`src/rtl/uart_rx_pkg.sv`:
```
// Shared definitions for the UART receive path: frame geometry defaults,
// bit counter width and the receive state encoding.
package uart_rx_pkg;

  localparam int DATA_BITS_DEF = 8;
  localparam int BAUD_W_DEF    = 20;
  localparam int MIN_BAUD_DEF  = 15;
  localparam int BIT_CNT_W     = 4;

  typedef enum logic [2:0] {
    IDLE,
    START,
    DATA,
    STOP,
    BREAK
  } rx_state_e;

endpackage

```
`src/rtl/uart_rx_baud_gen.sv`:
```
// Loadable baud down-counter: ticks when it reaches zero while enabled and
// reloads period-1, so ticks are spaced one bit time apart.
module uart_rx_baud_gen
  import uart_rx_pkg::*;
#(
  parameter int BAUD_W = BAUD_W_DEF
) (
  input  logic              clk,
  input  logic              rst,
  input  logic              en,
  input  logic              clear,
  input  logic              load,
  input  logic [BAUD_W-1:0] load_val,
  input  logic [BAUD_W-1:0] period,
  output logic              tick
);

  logic [BAUD_W-1:0] cnt_q, cnt_d;

  assign tick = en && (cnt_q == '0);

  always_comb begin
    cnt_d = cnt_q;
    if (clear) begin
      cnt_d = '0;
    end else if (load) begin
      cnt_d = load_val;
    end else if (tick) begin
      cnt_d = period - BAUD_W'(1);
    end else if (en) begin
      cnt_d = cnt_q - BAUD_W'(1);
    end
  end

  always_ff @(posedge clk or negedge rst) begin
    if (!rst) begin
      cnt_q <= '0;
    end else begin
      cnt_q <= cnt_d;
    end
  end

endmodule

```
`src/rtl/uart_rx_ctrl.sv`:
```
// UART receive controller: rxd synchroniser, start/data/stop sequencing,
// byte assembly and a valid/ack handshake towards the host.
module uart_rx_ctrl
  import uart_rx_pkg::*;
#(
  parameter int DATA_BITS   = DATA_BITS_DEF,
  parameter int BAUD_W      = BAUD_W_DEF,
  parameter int MIN_BAUD    = MIN_BAUD_DEF,
  parameter int SYNC_STAGES = 2
) (
  input  logic                 clk,
  input  logic                 rst,
  input  logic                 sel,
  input  logic                 rx_en,
  input  logic [BAUD_W-1:0]    baud,
  input  logic                 rxd,
  input  logic                 rx_ack,
  output logic [DATA_BITS-1:0] rx_data,
  output logic                 rx_valid,
  output logic                 frame_err,
  output logic                 overrun,
  output logic                 busy,
  output logic [BIT_CNT_W-1:0] bit_cnt
);

  localparam logic [BIT_CNT_W-1:0] LAST_DATA = BIT_CNT_W'(DATA_BITS);
  localparam logic [BIT_CNT_W-1:0] STOP_IDX  = BIT_CNT_W'(DATA_BITS + 1);

  rx_state_e                state_q, state_d;
  logic [SYNC_STAGES-1:0]   sync_q;
  logic                     rxd_prev_q;
  logic [DATA_BITS-1:0]     shift_q, shift_d;
  logic [DATA_BITS-1:0]     data_q, data_d;
  logic                     valid_q, valid_d;
  logic                     ferr_q, ferr_d;
  logic                     ovr_q, ovr_d;
  logic [BIT_CNT_W-1:0]     bit_cnt_q, bit_cnt_d;
  logic                     rxd_s, run, tick, cnt_load, cnt_clear;

  assign rxd_s = sync_q[SYNC_STAGES-1];
  assign run   = sel && rx_en && (baud >= BAUD_W'(MIN_BAUD));

  uart_rx_baud_gen #(.BAUD_W(BAUD_W)) u_baud_gen (
    .clk      (clk),
    .rst      (rst),
    .en       (state_q != IDLE),
    .clear    (cnt_clear),
    .load     (cnt_load),
    .load_val (baud >> 1),
    .period   (baud),
    .tick     (tick)
  );

  always_comb begin
    state_d   = state_q;
    shift_d   = shift_q;
    data_d    = data_q;
    valid_d   = valid_q;
    bit_cnt_d = bit_cnt_q;
    ferr_d    = 1'b0;
    ovr_d     = 1'b0;
    cnt_load  = 1'b0;
    cnt_clear = 1'b0;
    if (rx_ack) valid_d = 1'b0;
    // Losing enable, select or a legal divisor mid-frame drops the frame silently.
    if (state_q != IDLE && !run) begin
      state_d   = IDLE;
      bit_cnt_d = '0;
      cnt_clear = 1'b1;
      if (!sel) valid_d = 1'b0;
    end else begin
      case (state_q)
        IDLE: begin
          bit_cnt_d = '0;
          if (run && !rxd_s && rxd_prev_q) begin
            cnt_load = 1'b1;
            state_d  = START;
          end
        end
        START: if (tick) begin
          if (!rxd_s) begin
            state_d   = DATA;
            bit_cnt_d = BIT_CNT_W'(1);
          end else begin
            state_d = IDLE;
          end
        end
        DATA: if (tick) begin
          shift_d   = {rxd_s, shift_q[DATA_BITS-1:1]};
          bit_cnt_d = bit_cnt_q + BIT_CNT_W'(1);
          if (bit_cnt_q == LAST_DATA) state_d = STOP;
        end
        STOP: if (tick) begin
          bit_cnt_d = STOP_IDX;
          if (rxd_s) begin
            data_d  = shift_q;
            valid_d = 1'b1;
            ovr_d   = valid_q;
            state_d = IDLE;
          end else begin
            ferr_d  = 1'b1;
            state_d = BREAK;
          end
        end
        BREAK: if (rxd_s) state_d = IDLE;
        default: state_d = IDLE;
      endcase
    end
  end

  always_ff @(posedge clk or negedge rst) begin
    if (!rst) begin
      state_q    <= IDLE;
      sync_q     <= '1;
      rxd_prev_q <= 1'b1;
      shift_q    <= '0;
      data_q     <= '0;
      valid_q    <= 1'b0;
      ferr_q     <= 1'b0;
      ovr_q      <= 1'b0;
      bit_cnt_q  <= '0;
    end else begin
      state_q    <= state_d;
      sync_q     <= {sync_q[SYNC_STAGES-2:0], rxd};
      rxd_prev_q <= rxd_s;
      shift_q    <= shift_d;
      data_q     <= data_d;
      valid_q    <= valid_d;
      ferr_q     <= ferr_d;
      ovr_q      <= ovr_d;
      bit_cnt_q  <= bit_cnt_d;
    end
  end

  assign rx_data   = data_q;
  assign rx_valid  = valid_q;
  assign frame_err = ferr_q;
  assign overrun   = ovr_q;
  assign busy      = (state_q != IDLE);
  assign bit_cnt   = bit_cnt_q;

endmodule

```
`config.mk`:
```
export PLATFORM = sky130hd
export DESIGN_NAME = uart_rx_ctrl
export DESIGN_NICKNAME = d
export VERILOG_FILES = /design/src/rtl/uart_rx_pkg.sv /design/src/rtl/uart_rx_baud_gen.sv /design/src/rtl/uart_rx_ctrl.sv
export SDC_FILE = /design/constraint.sdc
export NUM_CORES = 1
export LEC_CHECK = 0
export CAP_MARGIN = 20
export CELL_PAD_IN_SITES_DETAIL_PLACEMENT = 1
export CELL_PAD_IN_SITES_GLOBAL_PLACEMENT = 2
export CORE_MARGIN = 1
export CORE_UTILIZATION = 34
export DETAILED_ROUTE_END_ITERATION = 7
export PLACE_DENSITY_LB_ADDON = 0.15
export REMOVE_ABC_BUFFERS = 1
export SYNTH_ARGS = -nofsm -noshare
export SYNTH_HDL_FRONTEND = slang
export SYNTH_HIERARCHICAL = 1
export SYNTH_SLANG_ARGS = --single-unit
```
`constraint.sdc`:
```
create_clock -name clk -period 4.07 [get_ports clk]
set_input_delay 0.6105 -clock clk [delete_from_list [all_inputs] [get_ports clk]]
set_output_delay 0.6105 -clock clk [all_outputs]
set_load 0.05 [all_outputs]
```
## After elaboration in Yosys (flattened, before gate mapping)

Cells that the tools add are included.
W data, S select, Z words.

| storage, ports and cells | value |
|---|---|
| register bits | 49 |
| bits of input ports | 26 |
| output and inout port bits | 16 |
| word-level logic and storage cells | 82 |

| cells by class | value |
|---|---|
| add/subtract/negate cells | 3 |
| magnitude comparators | 1 |
| equal/unequal tests | 12 |
| muxes and demuxes | 38 |
| bitwise operators | 1 |
| reduce and logical (&&, ||, !) cells | 17 |

Operator list:

| operator | number |
|---|---|
| $mux W20 | 4 |
| $sub A20 B1 Y20 const B | 2 |
| $mux W3 | 8 |
| $ne A3 B3 Y1 const B | 7 |
| $ge A20 B4 Y1 const B | 1 |
| $logic_not A20 Y1 | 1 |
| $mux W4 | 5 |
| $mux W1 | 18 |
| $pmux W4 S4 | 1 |
| $pmux W3 S5 | 1 |
| $eq A3 B2 Y1 const B | 2 |
| $logic_and A1 B1 Y1 | 6 |
| $reduce_and A6 Y1 | 1 |
| $reduce_and A5 Y1 | 1 |
| $reduce_bool A5 Y1 | 1 |
| $add A4 B1 Y4 const B | 1 |
| $eq A4 B4 Y1 const B | 1 |
| $reduce_and A4 Y1 | 1 |
| $reduce_bool A4 Y1 | 1 |
| $eq A3 B1 Y1 const B | 1 |
| $eq A3 B3 Y1 const B | 1 |
| $logic_not A3 Y1 | 1 |
| $reduce_and A3 Y1 | 1 |
| $reduce_bool A3 Y1 | 1 |
| other kinds (3) | 4 |

## Depth between registers and ports, before layout

Gate-level depths: netlist (run 1).

| logic depth | value |
|---|---|
| depth after elaboration | 9 |
| depth in mapped cells | 17 |
| gate-level depth less buffers | 13 |

## Cells and area by module

The synthesis (run 1) kept the hierarchy.

By module, submodules not included:

| module | instances | cells each | area an instance (um^2) | seq. area each (um^2) |
|---|---|---|---|---|
| uart_rx_baud_gen | 1 | 244 | 1824.2 | 500.5 |
| uart_rx_ctrl | 1 | 117 | 1391.3 | 729.4 |

## Worst setup path after synthesis (run 1)

Ideal clock, no wire load.

| timing path | value |
|---|---|
| kind | register -> register |
| start | register state_q[2] |
| end | register u_baud_gen.cnt_q[12] |
| library setup time | 0.082 ns |
| arrival time | 3.990 ns |
| required time | 3.988 ns |
| slack | -0.002 ns |
| cell stages (with the launch flop) | 18 |
| buffers on the path | 4 |
| clock period less this slack | 4.072 ns |
| path through | dfrtp_1 > clkbuf_1 > or3_1 > clkbuf_1 > nor4b_1 > and4_1 > and3_1 > buf_2 > clkbuf_1 > a21oi_1 > ha_1 > nand3b_1 > nor3_1 > o21ai_1 > a211o_1 > or2_0 > a211o_1 > a31oi_1 |

| on the way | value |
|---|---|
| word-level cells in the longest chain between the ends | 5 |
| elaborated cells on any way between the ends | 11 |
| classes of those cells | mux: 6; reduce/logical: 5 |

RTL lines:

| what | RTL line | RTL |
|---|---|---|
| from (decl) | uart_rx_ctrl.sv:29 | `rx_state_e state_q, state_d;` |
| from (signal assigned) | uart_rx_ctrl.sv:123 | `state_q <= state_d;` |
| $reduce_bool A3 Y1 (*) | -- |  |
| named net busy | uart_rx_ctrl.sv:22 | `output logic busy,` |
| $logic_and A1 B1 Y1 (on tied branches) | uart_rx_baud_gen.sv:20, uart_rx_ctrl.sv:66 |  |
| $mux W20 or $mux W1 (tied branches) | uart_rx_baud_gen.sv:28, uart_rx_ctrl.sv:66 |  |
| $mux W20 | uart_rx_baud_gen.sv:26 | `end else if (load) begin` |
| $mux W20 | uart_rx_baud_gen.sv:24 | `if (clear) begin` |
| to (signal assigned) | uart_rx_baud_gen.sv:39 | `cnt_q <= cnt_d;` |
| to (decl) | uart_rx_baud_gen.sv:18 | `logic [BAUD_W-1:0] cnt_q, cnt_d;` |

Mark *: on every way through the listed nets, which the timed path passes. The rest lies on a longest branch.
A chain may end at the register's enable or synchronous reset.

## Final worst setup path (run 1)

| timing path | value |
|---|---|
| start | register state_q[2] |
| end | register u_baud_gen.cnt_q[12] |

| on the way | value |
|---|---|
| word-level cells in the longest chain between the ends | 5 |
| elaborated cells on any way between the ends | 11 |
| classes of those cells | mux: 6; reduce/logical: 5 |

RTL lines:

| what | RTL line | RTL |
|---|---|---|
| $logic_not A3 Y1 or $reduce_bool A3 Y1 (tied branches) | uart_rx_ctrl.sv:72, uart_rx_ctrl.sv:46, uart_rx_ctrl.sv:66 |  |
| $mux W1, or another cell as far along | uart_rx_ctrl.sv:72 | `case (state_q)` |
| $mux W1 or $mux W20 (tied branches) | uart_rx_ctrl.sv:66, uart_rx_baud_gen.sv:28 |  |
| $mux W20 | uart_rx_baud_gen.sv:26 |  |
| $mux W20 | uart_rx_baud_gen.sv:24 |  |

Several ways; a longest one is shown, not always the timed one.

==> results of run 1 <==
==> report_power, final <==
group | switching (mW) | leakage (nW) | internal (mW)
Combinational | 0.669 | 0.906 | 0.442
Sequential | 0.122 | 0.658 | 0.574
Clock | 0.195 | 0.0603 | 0.189
==> worst max-delay path, stage by stage, from the launching register on <==
cell and delay (ns):
dfrtp_1 0.50, or3_1 0.49, nor4b_1 0.18, and4_1 0.26
and3_1 0.22, a21oi_1 0.17, ha_1 0.25, nand3b_1 0.21
nor3_2 0.19, o21ai_1 0.16, a211o_1 0.34, or2_0 0.24
a211o_1 0.28, a31oi_1 0.18
==> registers in the layout, indices dropped and copies added, names as in the netlist <==
name / flops
sync_q: 2
overrun: 1
shift_q: 8
rx_data: 8
rxd_prev_q: 1
frame_err: 1
rx_valid: 1
bit_cnt: 4
state_q: 3
u_baud_gen/cnt_q: 20
==> cells by family (layout without fill, tap and decap cells) <==
family,after synthesis,count (layout),share of synthesized area
AND/OR/NAND/NOR,142,142,0.244
AO/OA/AOI/OAI,106,106,0.219
flip-flops,49,49,0.382
buffers and inverters,34,73,0.0455
multiplexers,24,24,0.0907
adder cells (fa/ha/maj),3,3,0.0117
XOR/XNOR,2,2,0.00545
other,1,1,0.00117
==> worst min-delay path by stage <==
stage / to / slack, ns / cells past startpoint
CTS: sync_q[1] / 0.37 / 0
global placement: sync_q[1] / 0.35 / 0
detailed placement: sync_q[1] / 0.35 / 0
floorplan: bit_cnt[0] / 0.31 / 0
global route: sync_q[1] / 0.37 / 0
finish: sync_q[1] / 0.36 / 0
==> synth_stat cells, types with 4 or more instances <==
cell type,number,share of area
dfrtp_1,46,0.36
nor2_1,39,0.046
a21oi_1,29,0.045
nand2_1,23,0.027
o21ai_0,17,0.026
inv_1,14,0.016
nor3_1,14,0.022
clkbuf_1,13,0.015
nor4_1,12,0.023
a31oi_1,10,0.019
mux2_2,9,0.032
a211oi_1,8,0.019
mux2_4,8,0.037
mux2i_1,7,0.022
and2_1,6,0.012
nand3_1,5,0.0078
o21bai_1,5,0.012
or2_2,5,0.0097
a311oi_1,4,0.011
and4_1,4,0.011
nand2b_1,4,0.0078
o31ai_1,4,0.0093
==> through the flow <==
step | cells | power (mW) | utilization | hold WS [ns] | cell area, um2
floorplan | 341 | 1.44 | - | 0.315 | 3120
global placement | 503 | 1.78 | 0.407 | 0.346 | 3750
detailed placement | 503 | 1.81 | 0.407 | 0.349 | 3750
CTS | 511 | 2.20 | 0.420 | 0.365 | 3870
global route | 511 | 2.35 | 0.421 | 0.368 | 3870
finish | 511 | 2.19 | 0.421 | 0.362 | 3870
==> what timing repair did <==
action	in CTS	in global routing
resized for setup	0	1
buffers inserted	0	0
setup endpoints to repair	0	1
==> layout make-up <==
| type | instances | area, um2 | share of cell area |
|---|---|---|---|
| well taps | 111 | 139 | 0.0359 |
| repair buffers | 51 | 480 | 0.124 |
| clock inverters | 3 | 50.0 | 0.0129 |
| multi-input cells | 278 | 1850 | 0.478 |
| flip-flops and latches | 49 | 1230 | 0.318 |
| clock buffers | 5 | 68.8 | 0.0178 |
| inverters | 14 | 52.6 | 0.0136 |
==> metal layers <==
layer,wire length [um],vias to the layer above,global-route usage,share of wire
met5,0,-,0,0
met4,144,0,0.0588,0.014
met3,353,12,0.0232,0.035
met2,4780,57,0.356,0.47
met1,4840,1498,0.307,0.48
li1,-,1427,-,-
==> flow_summary.ini, run 1 <==
[synthesis]
synth-seq-cells = 49
ys_async_sr_fraction = 1.00
synth_edf_count = 0
synth_ff_type = dfrtp_1
synth_seq_area_share = 0.382
syn_inst = 361
avgSynthCellArea_um2 = 8.91
yosys_warnings = 6
synth_cell_type_count = 69
syn_area_mm2 = 0.00322

[cts]
clock_path_buffers = 2
cts_tree = built
clock_sinks = 49
cts_inserted_buffers = 5
cts.clk_slew.worst_paths_ns = 0.11
htree_levels = 2
clock_latency_ns = 0.31
cts_root_buffer = clkbuf_8
ctsHoldBuffers = 0

[global_routing]
overflow = 0
globalRouteTotalUtil = 0.218
antenna_found_initial = 0
grt_max_degree = 33
first_global_vias = 3109
grt_pass1_wl_um = 16800

[power]
ir_worst_vdd_mv = 0.242
powerDensity_mw_per_mm2 = 566
p_leak_nw = 1.62

[place]
place_ws_ns = 0.325
dp_hpwl_um = 7380
port-buffer-count = 41
place_congestion = 0.817

[drt]
dr.pass1.iters = 4
drt_iter0_markers = 94
drt.antenna.violating_nets = 0
wl_um = 10100
wire_per_inst_um = 19.8
drc_errors = 0
vias_per_cell = 5.86
dr_total_vias = 2994

[timing]
fin_worst_skew_ns = 0.00754
slew_headroom = 0.469
clock.fmax_ghz = 0.267
layout_min_cycle_time_ns = 3.74
rsz0062_at_grt = false
drv_slew = 0
setup_viol = 0
setup_slack_ns = 0.325
tns_ns = 0
hold_violations = 0
timing.final.crit_share = 0.920
worst_pin_slew_ns = 0.797

[floorplanning]
fp.dieW_um = 99.3
io_pins = 42
start_util = 0.350
die_h_um = 99.3
rows = 35
coreArea_mm2 = 0.00920
die_area_mm2 = 0.00985

[min_path]
hold_path_class = reg -> reg
hold_path.startpoint = sync_q[0]

[critical_path]
r2r-end = u_baud_gen/cnt_q[12]
critPathCapture = u_baud_gen/cnt_q[12]
required_ns = 4.31
start_kind = flip-flop
startpoint = state_q[2]
arrival_ns = 3.98
critPathCaptureType = flip-flop
reg2reg_slack_ns = 0.33
crit_type = reg -> reg
reg2reg_depth = 13
crit_fanout = 9
timing.rr.start = state_q[2]

[finish]
antenna_cells = 0
num-fill-cells = 1082
area_delta_synth_final_pct = 20.4
final_cell_mix = dfrtp_1 (46), clkdlybuf4s50_1 (40), nor2_1 (39), a21oi_1 (29), nand2_1 (23)
drive_gt1_frac = 0.140
layout_commonest_cell = dfrtp_1
fin_nets = 428

[status]
run_status = finished, final reports clean

[run]
drv_cap = 0
Note: power is estimated with default switching activity, not from simulation.
==> run 2: changes to the inputs <==
==> constraint.sdc (replaced) <==
create_clock -name clk -period 3.7 [get_ports clk]
set_input_delay 0.555 -clock clk [delete_from_list [all_inputs] [get_ports clk]]
set_output_delay 0.555 -clock clk [all_outputs]
set_load 0.05 [all_outputs]
==> run 2 against run 1 <==
  * Setup slack worse by 0.054 ns
  * Global-route usage up 0.60 points
  * Final cell count up 1.8%
  * Sequential power up 9.2%
  * Non-clock buffer count up 9
  * Core utilization up 0.95 points
  * First-iteration DRC count up 100%
  * Critical path depth unchanged
  * Worst hold slack worse by 0.095 ns
  * Clock power up 9.9%
  * Via count up 1.5%
  * Clock skew down 0.0017 ns
  * Critical endpoint unchanged
==> flow_summary.ini, run 2 (synthesis results as in run 1) <==
[status]
run_status = finished, final reports clean

[drt]
drc_errors = 0
drt_iter0_markers = 188
wire_per_inst_um = 19.6
wl_um = 10200
dr_total_vias = 3038
drt.antenna.violating_nets = 0
dr.pass1.iters = 4
vias_per_cell = 5.84

[timing]
layout_min_cycle_time_ns = 3.43
tns_ns = 0
fin_worst_skew_ns = 0.00583
setup_viol = 0
timing.final.crit_share = 0.927
hold-worst-slack_ns = 0.267
drv_slew = 0
hold_violations = 0
slew_headroom = 0.537
clock.fmax_ghz = 0.292
worst_pin_slew_ns = 0.695
rsz0062_at_grt = false

[finish]
fin_nets = 437
num-fill-cells = 1080
layout_commonest_cell = dfrtp_1
drive_gt1_frac = 0.159
multiInputGateArea_mm2 = 0.00185
largest_reg_flops = 20
antenna_cells = 0
regArea_mm2 = 0.00123
final_cell_mix = dfrtp_1 (46), clkdlybuf4s50_1 (40), nor2_1 (39), a21oi_1 (29), nand2_1 (23)
top_register = u_baud_gen/cnt_q
area_delta_synth_final_pct = 23.1

[cts]
htree_levels = 2
cts_inserted_buffers = 5
cts_tree = built
clock_latency_ns = 0.32
clock_path_buffers = 2
cts.clk_slew.worst_paths_ns = 0.11
clock_sinks = 49
cts_root_buffer = clkbuf_8
ctsHoldBuffers = 0

[global_routing]
globalRouteTotalUtil = 0.224
grt_max_degree = 30
overflow = 0
grt_pass1_wl_um = 17100
antenna_found_initial = 0
first_global_vias = 3165

[power]
p_int_mw = 1.36
p_leak_nw = 1.67
clockPowerShare = 0.172
powerDensity_mw_per_mm2 = 618
p_comb_frac = 0.517
ir_worst_vdd_mv = 0.241
power_switching_mw = 1.09
p_seq_frac = 0.311
swShare = 0.444

[floorplanning]
die_h_um = 99.3
fp.dieW_um = 99.3
io_pins = 42
start_util = 0.350
die_area_mm2 = 0.00985
rows = 35
coreArea_mm2 = 0.00920

[place]
place_congestion = 0.856
dp_hpwl_um = 7590
port-buffer-count = 41

[critical_path]
required_ns = 3.94
crit_fanout = 5
path_cells = or3_1 > nor2b_1 > and4_1 > and2_1 > a21oi_1 > ha_2 > nand3b_1 > nor3_1 > o21ai_1 > a211o_1 > or2_0 > a211o_1 > a31oi_1
start_kind = flip-flop
cpMostUsedCell = a211o_1
arrival_ns = 3.67
r2r-end = u_baud_gen/cnt_q[12]
timing.rr.start = state_q[2]
path_buf_inv = 0
reg2reg_slack_ns = 0.27
crit_type = reg -> reg
slowest_stage = or3_1
critPathCaptureType = flip-flop
cp_top_family = simple AND/OR/NAND/NOR gates
reg2reg_depth = 13
crit_path_max_incr_delay_ns = 0.42

[run]
drv_cap = 0

[min_path]
hold_path_class = in -> async
==> run 2: cell types whose count changed in the layout (fill, tap and decap cells not counted) <==
cell      change
inv_8         -1
ha_1          -1
nor3_2        -1
nor3_1        +1
buf_12        +2
inv_6         +2
clkinv_4      -1
ha_2          +1
buf_4         +7
==> run 2: how the worst max path moves through the flow <==
stage,from,end,slack [ns],cells after the start
3_5_place_dp,state_q[2],u_baud_gen/cnt_q[12],0.31,13
4_1_cts,state_q[2],u_baud_gen/cnt_q[12],0.27,13
5_1_grt,state_q[2],u_baud_gen/cnt_q[12],0.0009,13
2_1_floorplan,state_q[2],u_baud_gen/cnt_q[3],-0.58,5
6_report,state_q[2],u_baud_gen/cnt_q[12],0.27,13
3_3_place_gp,baud[3],u_baud_gen/cnt_q[3],0.34,9
==> run 2: layout make-up <==
type                       count  share of cell area
timing repair buffer          60               0.145
clock buffer                   5              0.0174
sequential                    49               0.311
inverter                      14              0.0133
clock inverter                 3              0.0120
multi-input combinational    278               0.467
tap                          111              0.0351
==> run 2: timing repair <==
action	CTS	global route
resized for setup	0	1
buffers inserted	0	0
setup endpoints to repair	0	3
==> run 2: power groups by stage <==
stage,combinational (mW),sequential (mW),clock (mW)
4_1_cts,1.26,0.758,0.437
6_report,1.26,0.760,0.421
2_1_floorplan,0.844,0.737,0
3_5_place_dp,1.26,0.766,0
5_1_grt,1.42,0.777,0.462
3_3_place_gp,1.24,0.766,0
==> run 2: routing by layer <==
metal	global-route usage	share of wire	wire length (um)
met5	0	0	0
met4	0.0611	0.014	144
met3	0.0316	0.031	314
met2	0.361	0.47	4740
met1	0.315	0.49	4990
==> run 2: stage by stage <==
stage | util | total power, mW | std cells | worst slack [ns] | instance area (um2)
2_1_floorplan | - | 1.58 | 341 | -0.583 | 3120
3_3_place_gp | 0.418 | 2.01 | 512 | 0.345 | 3840
3_5_place_dp | 0.418 | 2.03 | 512 | 0.305 | 3840
4_1_cts | 0.430 | 2.46 | 520 | 0.267 | 3960
5_1_grt | 0.430 | 2.66 | 520 | 0.000918 | 3960
6_report | 0.430 | 2.45 | 520 | 0.271 | 3960
==> run 2: worst register-to-register path: stages (launching register included) <==
cell      delay [ns]
dfrtp_1         0.39
or3_1           0.42
nor2b_1         0.15
and4_1          0.21
and2_1          0.18
a21oi_1         0.22
ha_2            0.27
nand3b_1        0.12
nor3_1          0.22
o21ai_1         0.18
a211o_1         0.33
or2_0           0.23
a211o_1         0.27
a31oi_1         0.16
==> run 3: changes to the inputs <==
--- a/config.mk
+++ b/config.mk
@@ -5,13 +5,14 @@
 export SDC_FILE = /design/constraint.sdc
 export NUM_CORES = 1
 export LEC_CHECK = 0
+export ABC_AREA = 1
 export CAP_MARGIN = 20
 export CELL_PAD_IN_SITES_DETAIL_PLACEMENT = 1
 export CELL_PAD_IN_SITES_GLOBAL_PLACEMENT = 2
 export CORE_MARGIN = 1
-export CORE_UTILIZATION = 34
+export CORE_UTILIZATION = 31
 export DETAILED_ROUTE_END_ITERATION = 7
-export PLACE_DENSITY_LB_ADDON = 0.15
+export PLACE_DENSITY_LB_ADDON = 0.1
 export REMOVE_ABC_BUFFERS = 1
 export SYNTH_ARGS = -nofsm -noshare
 export SYNTH_HDL_FRONTEND = slang
==> run 3 against run 2 <==
  * Synthesized area rose by 11%
  * Maximum frequency rose by 13%
  * Critical path depth grew 5
  * Global-route usage decreased by 1.4 points
  * Non-clock buffer count is 11 lower
==> flow_summary.ini, run 3 <==
[critical_path]
start_kind = flip-flop
reg2reg_depth = 18
r2r-end = u_baud_gen/cnt_q[12]
startpoint = state_q[2]
cp_top_family = simple AND/OR/NAND/NOR gates
crit_fanout = 7
arrival_ns = 3.20
critPathCaptureType = flip-flop
required_ns = 3.87
path_cells = inv_2 > nand2_4 > nor2_4 > inv_4 > inv_2 > nor2_1 > nand2_1 > nor2_4 > nand3_2 > o21ai_4 > ha_1 > nand2_1 > nor2_1 > nand2_1 > o21ai_1 > nand3_1 > nand2_1 > o21ai_1
critPathCapture = u_baud_gen/cnt_q[12]
cpMostUsedCell = nand2_1
reg2reg_slack_ns = 0.66
timing.rr.start = state_q[2]
crit_path_max_incr_delay_ns = 0.46
slowest_stage = dfrtp_1
path_buf_inv = 3
crit_type = reg -> reg
cp.depth = 18

[synthesis]
synth_seq_area_share = 0.346
yosysTopAreaCell = dfrtp_1
yosys_warnings = 6
ys_async_sr_fraction = 1.00
syn_area_mm2 = 0.00356
avgSynthCellArea_um2 = 6.73
synth_xor_area_frac = 0.00246
synth.most_common_cell = nand2_1
netlist.area_leader.share = 0.323
synth_compound_area_frac = 0.135
synth_mux_area_frac = 0
synth_cell_type_count = 36
synthSimpleGateAreaFrac = 0.413
synthAdderAreaFrac = 0.0105
synth_top_family_by_area = simple AND/OR/NAND/NOR gates
syn_inst = 529
synth_edf_count = 0
synth_common_cells = nand2_1 (131), nor2_1 (112), inv_1 (62)
synth.area.top_cells = dfrtp_1 (32%), nand2_1 (14%), nor2_1 (12%)
synth_ff_type = dfrtp_1
synth-seq-cells = 49

[global_routing]
grt_use_met3 = 0.0239
grt.busiest_layer = met2
overflow = 0
globalRouteTotalUtil = 0.210
grt_util_met1 = 0.275
first_global_vias = 3678
use_met2 = 0.370
grt_pass1_wl_um = 19100
antenna_found_initial = 0
grt_max_degree = 33

[finish]
multiInputGateArea_mm2 = 0.00200
num-fill-cells = 1437
antenna_cells = 0
regArea_mm2 = 0.00123
area_delta_synth_final_pct = 20.5
largest_reg_flops = 20
fin_area_mm2 = 0.00429
layout_commonest_cell = nand2_1
top_register = u_baud_gen/cnt_q
fin_nets = 604
drive_gt1_frac = 0.116
final_core_util = 0.389
final_cell_mix = nand2_1 (131), nor2_1 (112), inv_1 (62), dfrtp_1 (46), clkdlybuf4s50_1 (40)

[floorplanning]
io_pins = 42
die_area_mm2 = 0.0119
die_h_um = 109
coreArea_mm2 = 0.0110
fp.dieW_um = 109
rows = 38
start_util = 0.323

[cts]
htree_levels = 2
cts_tree = built
cts_resized = 0
cts_inserted_buffers = 5
clock_sinks = 49
clock_path_buffers = 2
clock_latency_ns = 0.30
ctsHoldBuffers = 0
cts_root_buffer = clkbuf_16
post_cts_buffers = 0
cts.clk_slew.worst_paths_ns = 0.08

[place]
place_congestion = 0.857
port-buffer-count = 41
post_dp_cell_area_mm2 = 0.00413
place_ws_ns = 0.564
dp_hpwl_um = 8920

[power]
p_seq_frac = 0.224
p_int_mw = 1.52
p_comb_frac = 0.624
clockPowerShare = 0.153
powerDensity_mw_per_mm2 = 767
ir_worst_vdd_mv = 0.303
p_leak_nw = 2.08
power_switching_mw = 1.76
swShare = 0.536

[drt]
drt.antenna.violating_nets = 0
drt_iter0_markers = 130
drc_errors = 0
dr_total_vias = 3486
wl_um = 11400
wire_per_inst_um = 16.0
vias_per_cell = 4.87
dr.pass1.iters = 4

[timing]
setup_viol = 0
setup_slack_ns = 0.662
tns_ns = 0
hold_violations = 0
slew_headroom = 0.461
rsz0062_at_grt = false
fin_worst_skew_ns = 0.0104
worst_pin_slew_ns = 0.809
timing.final.crit_share = 0.821
drv_slew = 0
hold-worst-slack_ns = 0.344
layout_min_cycle_time_ns = 3.04
clock.fmax_ghz = 0.329

[min_path]
hold_path_class = in -> async

[status]
run_status = finished, final reports clean

[run]
drv_cap = 0
-- run 3: cell families (layout without fill, tap and decap cells) --
group / after synthesis / after routing
AND/OR/NAND/NOR: 320 / 320
adder cells (fa/ha/maj): 3 / 3
other: 1 / 1
buffers and inverters: 79 / 126
AO/OA/AOI/OAI: 76 / 76
XOR/XNOR: 1 / 1
flip-flops: 49 / 49
-- run 3: layout make-up --
cell class              count  share of cell area
clock buffers               5              0.0292
clock inverters             3             0.00671
inverters                  69              0.0610
multi-input cells         401               0.467
flip-flops and latches     49               0.287
well taps                 140              0.0409
repair buffers             49               0.109
-- run 3: worst min-delay path by stage --
stage | startpoint | to | slack, ns | cells past startpoint
finish | rst | u_baud_gen/cnt_q[2] | 0.34 | 1
global route | sync_q[0] | sync_q[1] | 0.37 | 0
CTS | sync_q[0] | sync_q[1] | 0.37 | 0
detailed placement | sync_q[0] | sync_q[1] | 0.36 | 0
global placement | sync_q[0] | sync_q[1] | 0.36 | 0
floorplan | rst | bit_cnt[0] | 0.26 | 0
-- run 3: per-layer routing --
layer	share of wire	vias to the layer above	wire length, um
met1	0.48	1662	5540
met4	0.0094	0	107
met3	0.021	9	235
met5	0	-	0
li1	-	1776	-
met2	0.49	39	5540
-- run 3: metrics by stage --
stage                     instances  power [mW]
after CTS                       716        3.30
after global placement          708        2.77
after floorplan                 519        2.13
after global routing            716        3.59
final                           716        3.29
after detailed placement        708        2.78
-- run 3: power groups by stage --
stage	logic, mW	registers (mW)	clock network [mW]
after global routing	2.30	0.749	0.539
after CTS	2.05	0.736	0.514
after detailed placement	2.04	0.746	0
final	2.05	0.736	0.501
after floorplan	1.39	0.739	0
after global placement	2.02	0.745	0
